==> config.mk <==
export PLATFORM = sky130hd
export DESIGN_NAME = ppl_stall_ctrl
export DESIGN_NICKNAME = d
export VERILOG_FILES = /design/src/rtl/ppl_stall_ctrl.sv
export SDC_FILE = /design/constraint.sdc
export NUM_CORES = 1
export LEC_CHECK = 0
export CAP_MARGIN = 0
export CORE_MARGIN = 3
export CORE_UTILIZATION = 49
export DETAILED_ROUTE_END_ITERATION = 6
export GPL_ROUTABILITY_DRIVEN = 0
export PLACE_DENSITY = 0.83
export SYNTH_ARGS = -nofsm -noshare
export SYNTH_HDL_FRONTEND = slang
export SYNTH_SLANG_ARGS = --single-unit
==> constraint.sdc <==
create_clock -name clk -period 4 [get_ports clk]
set_clock_uncertainty 0.15 [all_clocks]
set_input_delay 0.8 -clock clk [delete_from_list [all_inputs] [get_ports clk]]
set_output_delay 0.8 -clock clk [all_outputs]
set_load 0.05 [all_outputs]
==> src/rtl/ppl_stall_ctrl.sv <==
// ppl_stall_ctrl: central stall/flush scheduler for the 5-stage pipeline.
// Combines the data-memory handshake, ID-stage load-use and HI/LO hazards,
// mult/div occupancy and the ID-stage branch redirect into enable/flush
// controls for the PC and the four pipeline registers. All hazard outputs are
// combinational so the pipeline registers act on them at the same edge.
module ppl_stall_ctrl #(
    parameter int MULDIV_CYCLES = 32,
    parameter int CNT_W         = 16
) (
    input  logic             clk,
    input  logic             reset,
    input  logic [4:0]       idRs,
    input  logic [4:0]       idRt,
    input  logic             idUseRs,
    input  logic             idUseRt,
    input  logic             idMdOp,
    input  logic             exMemRead,
    input  logic [4:0]       exRt,
    input  logic             mdStart,
    input  logic             branchTaken,
    input  logic             memReq,
    input  logic             memReady,
    output logic             pcContinue,
    output logic             dContinue,
    output logic             dFlush,
    output logic             eContinue,
    output logic             eBubble,
    output logic             mContinue,
    output logic             wBubble,
    output logic             mdBusy,
    output logic [CNT_W-1:0] stallCount
);

    typedef enum logic {
        MD_IDLE = 1'b0,
        MD_BUSY = 1'b1
    } md_state_e;

    // Counter reload value: busy for exactly MULDIV_CYCLES cycles, counting
    // down to and including zero.
    localparam logic [7:0] MD_LOAD = 8'(MULDIV_CYCLES - 1);

    md_state_e        state_q, state_d;
    logic [7:0]       mdCnt_q, mdCnt_d;
    logic [CNT_W-1:0] stallCount_q, stallCount_d;

    logic memStall;
    logic rsHit;
    logic rtHit;
    logic luHaz;
    logic mdHaz;
    logic idStall;
    logic mdBusyRaw;

    // Hazard terms. A load writing $zero never creates a dependency.
    assign memStall  = memReq & ~memReady;
    assign rsHit     = idUseRs & (idRs == exRt);
    assign rtHit     = idUseRt & (idRt == exRt);
    assign luHaz     = exMemRead & (exRt != 5'd0) & (rsHit | rtHit);
    assign mdBusyRaw = (state_q == MD_BUSY);
    assign mdHaz     = idMdOp & mdBusyRaw;
    assign idStall   = luHaz | mdHaz;

    assign mdBusy     = mdBusyRaw & ~reset;
    assign stallCount = stallCount_q;

    // Pipeline control priority: memory wait freezes everything, an ID hazard
    // holds PC/IF/ID and drains a bubble into EX, otherwise advance and let a
    // taken branch squash the fetched instruction. Reset forces all to zero.
    always_comb begin
        pcContinue = 1'b0;
        dContinue  = 1'b0;
        dFlush     = 1'b0;
        eContinue  = 1'b0;
        eBubble    = 1'b0;
        mContinue  = 1'b0;
        wBubble    = 1'b0;
        if (!reset) begin
            if (memStall) begin
                // Whole front of the pipe frozen; WB gets a NOP so the
                // stalled MEM instruction is not retired twice. The branch
                // redirect waits, and ID/EX keeps its contents.
                wBubble = 1'b1;
            end else if (idStall) begin
                // Hold the ID instruction (and any pending branch, which is
                // re-evaluated once the hazard clears); EX receives a NOP.
                eContinue = 1'b1;
                eBubble   = 1'b1;
                mContinue = 1'b1;
            end else begin
                pcContinue = 1'b1;
                dContinue  = 1'b1;
                eContinue  = 1'b1;
                mContinue  = 1'b1;
                dFlush     = branchTaken;
            end
        end
    end

    // Mult/div occupancy next-state: accept a start only when EX is actually
    // advancing; once busy, count down regardless of memory stalls.
    always_comb begin
        state_d = state_q;
        mdCnt_d = mdCnt_q;
        case (state_q)
            MD_IDLE: begin
                if (mdStart && !memStall) begin
                    state_d = MD_BUSY;
                    mdCnt_d = MD_LOAD;
                end
            end
            MD_BUSY: begin
                // A stray mdStart here is ignored; mdHaz keeps new ops in ID.
                if (mdCnt_q == 8'd0) begin
                    state_d = MD_IDLE;
                end else begin
                    mdCnt_d = mdCnt_q - 8'd1;
                end
            end
            default: begin
                state_d = MD_IDLE;
                mdCnt_d = 8'd0;
            end
        endcase
    end

    // Performance counter next value: count frozen-PC cycles, saturate.
    always_comb begin
        stallCount_d = stallCount_q;
        if (!pcContinue && (stallCount_q != {CNT_W{1'b1}})) begin
            stallCount_d = stallCount_q + CNT_W'(1);
        end
    end

    // State and counter registers with asynchronous reset.
    always_ff @(posedge clk or posedge reset) begin
        if (reset) begin
            state_q      <= MD_IDLE;
            mdCnt_q      <= 8'd0;
            stallCount_q <= '0;
        end else begin
            state_q      <= state_d;
            mdCnt_q      <= mdCnt_d;
            stallCount_q <= stallCount_d;
        end
    end

endmodule

# After elaboration in Yosys (flattened, before gate mapping)
# Index checks and enable logic that the tools add are counted.
# totals
regBits	25
# classes
add_sub_neg	2
eq_ne	5
mux	19
bitwise	12
reduce_logical	7
# op_table
op	count
$add A16 B1 Y16 const B	1
$mux W8	2
$ne A16 B16 Y1 const B	1
$pmux W8 S2	1
$mux W1	15
$eq A5 B5 Y1	2
$logic_not A8 Y1	1
$sub A8 B1 Y8 const B	1
$and A1 B1 Y1	7
$reduce_bool A5 Y1	1
$ne A2 B2 Y1 const B	2
$not A1 Y1	3
$logic_and A1 B1 Y1	2
$logic_not A1 Y1	2
$or A1 B1 Y1	2
$pmux W1 S2	1
$reduce_and A2 Y1	1

# Depth between registers and ports, before layout
# depth
word_depth	10
depth_mapped	8
ltp_nobuf	8

# Worst setup path after synthesis
# OpenSTA, ideal clock, no wires.
# synth_timing
path_type	input port to output port
from	input port memReq
to	output port eBubble
arrival_time_ns	2.892
slack_ns	0.158
stages	3
n_path_buf	0
path_cell_list	nor2b_1 -> nor2_1 -> a21boi_0
# synth_via
elab_chain_cells	3
# synth_lines
element	line	rtl
start, declared	21	input logic memReq,
$and A1 B1 Y1	56	assign memStall = memReq & ~memReady;
$mux W1	79	if (memStall) begin
$mux W1	78	if (!reset) begin
end, declared	27	output logic eBubble,
# Every way passes these cells.

# Final worst setup path
# layout_timing
from	input port exRt[0]
to	output port dContinue
# layout_via
elab_chain_cells	8
elab_cells_between_ends	12
cone_classes	eq/ne (2); mux (3); bitwise (6); reduce/logical (1)
# layout_lines
element	line	rtl
start, declared	18	input logic [4:0] exRt,
$eq A5 B5 Y1 (on tied branches)	57, 58	
$and A1 B1 Y1 (on tied branches)	57, 58	
$or A1 B1 Y1	59	assign luHaz = exMemRead & (exRt != 5'd0) & (rsHit | rtHit);
$and A1 B1 Y1 (*)	59	
$or A1 B1 Y1 (*)	62	assign idStall = luHaz | mdHaz;
$mux W1 (*)	84	end else if (idStall) begin
$mux W1 (*)	79	
$mux W1 (*)	78	
end, declared	24	output logic dContinue,
# Every way passes the cells marked *; elsewhere a longest branch is shown, timed or not.

==> results.toml <==
[clock_network]
clk_latency_ns = 0.34
cts_setup_buffers = 0
cts_max_level = 1
cts-resized-gates = 0
root_buffer = "clkbuf_4"
clockBufferDepth = 2
cts_hold_buf = 0
cts_tree = "yes"
numCtsBuffers = 3
clock-sinks = 25
clk_pin_slew_ns = 0.13

[global_route]
grt_pass1_wl_um = 5490
track_usage_pct = 20.2
grt_max_degree = 26
grt_pass1_vias = 1180
overflow = 0
antenna_found_initial = 0

[synthesis]
synth-seq-area-share_pct = 42.4
yosys.area_share.simple_pct = 26.4
synth_seq_cells = 25
synth_cells = 143
yosys.area_share.adder_pct = 1.70
synth_top_family_by_area = "simple AND/OR/NAND/NOR gates"
yosysWarnings = 0
synth_area_leaders = "dfrtp_1, xor2_1, xnor2_1"
synth_top_flop_cell = "dfrtp_1"
yosys.area_share.xor_xnor_pct = 17.8
synthMuxAreaShare_pct = 1.70
synth_compound_area_share_pct = 6.19
syn_avg_cell_area_um2 = 10.3
synth_enable_flop_cells = 0
syn_area_mm2 = 0.00148
synth_cell_types = 37
synth_top_area_share_pct = 42.4
synth_area_leader_cell = "dfrtp_1"
synth_fp_nets = 170
async_flop_share_pct = 100

[power_and_ir_drop]
cellLeakagePower_nw = 0.838
power_frac_seq_pct = 39.1
p_clk_share_pct = 10.5
p_sw_share_pct = 45.6
comb_power_share_pct = 50.4
p_switching_w = 0.000517
powerDensity_mw_per_mm2 = 559
vdd_drop_max_mv = 0.471
power.internal_w = 0.000616

[routing]
wl_per_cell_um = 15.0
drtAntennaViolNets = 0
wl_met2_um = 1690
vias = 1175
routed_wl_um = 3350
drtIter0Drc = 42
top_layer = "met4"
firstDrtPassIters = 4
met3RoutedLength_um = 145
via_per_inst = 5.27
drc_errors = 0
met1Wirelength_um = 1450

[setup_path]
cp-start-kind = "input port"
r2r-end = "stallCount[1]"
path_max_fanout = 17
r2r-start = "stallCount[0]"
critPathKind = "input port to output port"
ff2ff_path_depth = 6
end_kind = "output port"
cp.required_ns = 3.05
r2r_slack_ns = 1.50
cp.arrival_ns = 2.60

[cells_and_area]
fin_nets = 220
final_common_cell = "clkdlybuf4s50_1"
final_cell_mix = "clkdlybuf4s50_1, dfrtp_1, xor2_1"
fin_area_mm2 = 0.00203
n_antenna_cell = 0
synthToLayoutAreaGrowth_pct = 37.3
nFillCells = 220
drive_above_1_share_pct = 9.90
finalNonFillerCells = 223

[die]
fp.dieArea_mm2 = 0.00371
rows = 19
core_area_mm2 = 0.00281
die_x_um = 60.9
ios = 49
start_util_pct = 52.6
fp.dieH_um = 60.9

[timing]
setup_tns_ns = 0
hold_viol_final = 0
post-route-period-util_pct = 88.7
max_freq_ghz = 0.282
drv_slew = 0
rsz0062_at_grt = "no"
setup_viol = 0
max_slew_margin_pct = 38.7
tightest_slew_ns = 0.919
period_minus_slack_ns = 3.55

[min_path]
hold_start = "stallCount[10]"
worstHoldPathType = "register to register"
min_to = "stallCount[10]"
min_path_cells = 1

[placed_design]
numPortBuffers = 48
placed_cell_area_mm2 = 0.00200
dp_cells = 219
hpwlAfterDp_um = 2580

[status]
status = "complete, no violations"

[run]
cap_violations = 0
-- per-layer routing --
metal / track usage [%] / vias up
li1: - / 588
met1: 25.3 / 551
met2: 33.7 / 31
met3: 4.68 / 5
met4: 7.43 / 0
met5: 0 / -
-- stage by stage --
stage	setup slack, ns	utilization [%]	hold WS, ns	power [W]
4_1_cts	0.459	72.2	0.361	0.00114
2_1_floorplan	0.158	-	0.346	0.000829
3_5_place_dp	0.471	71.1	0.336	0.00102
3_3_place_gp	0.495	71.1	0.326	0.00100
5_1_grt	0.390	72.2	0.378	0.00120
6_report	0.454	72.2	0.360	0.00113
-- worst max-delay path, stage by stage --
cell	delay, ns
clkdlybuf4s50_1	0.47
or4_1	0.54
o21ai_1	0.13
inv_1	0.09
a21oi_4	0.12
buf_4	0.26
buf_12	0.17
-- area by class of cell --
cell class | count | area (um2) | area share (%)
well taps | 31 | 38.8 | 1.91
repair buffers | 49 | 515 | 25.4
inverters | 6 | 22.5 | 1.11
multi-input cells | 108 | 793 | 39.2
clock inverters | 1 | 7.51 | 0.371
flip-flops and latches | 25 | 626 | 30.9
clock buffers | 3 | 22.5 | 1.11
-- cells in the mapped netlist, drive strengths merged (2+ instances only) --
library cell  instances
dfrtp                25
xor2                 18
nand2                14
nor2                 14
xnor2                12
and3                  6
inv                   6
nor3b                 5
nor4                  5
buf                   4
nand3                 4
nand4                 4
nor4b                 4
ha                    2
nor2b                 2
nor3                  2
or4                   2
-- sequential cells by signal, indices dropped and copies added, names as in the netlist --
signal,cells
mdBusyRaw,1
mdCnt_q,8
stallCount,16
-- power by group through the flow --
stage | Clock, W | Sequential (W) | Combinational [W]
after global routing | 0.000134 | 0.000456 | 0.000614
after CTS | 0.000123 | 0.000443 | 0.000575
after detailed placement | 0 | 0.000447 | 0.000572
final | 0.000119 | 0.000443 | 0.000571
after floorplan | 0 | 0.000580 | 0.000249
after global placement | 0 | 0.000440 | 0.000564
-- cells by family (layout without fill, tap and decap cells) --
logic type      count (synthesis)  after routing
fa+ha+maj                       2              2
buf+inv                        10             59
simple gates                   66             66
compound gates                  8              8
xor+xnor                       30             30
flops                          25             25
mux                             2              2
-- worst max-delay path by stage --
stage,start,endpoint,slack (ns),depth (start not counted)
2_1_floorplan,memReq,eBubble,0.16,3
3_3_place_gp,exRt[0],dContinue,0.50,7
3_5_place_dp,exRt[0],dContinue,0.47,7
4_1_cts,exRt[0],dContinue,0.46,7
5_1_grt,exRt[0],pcContinue,0.39,7
6_report,exRt[0],dContinue,0.45,7
Power figures use the tool's default switching activity.
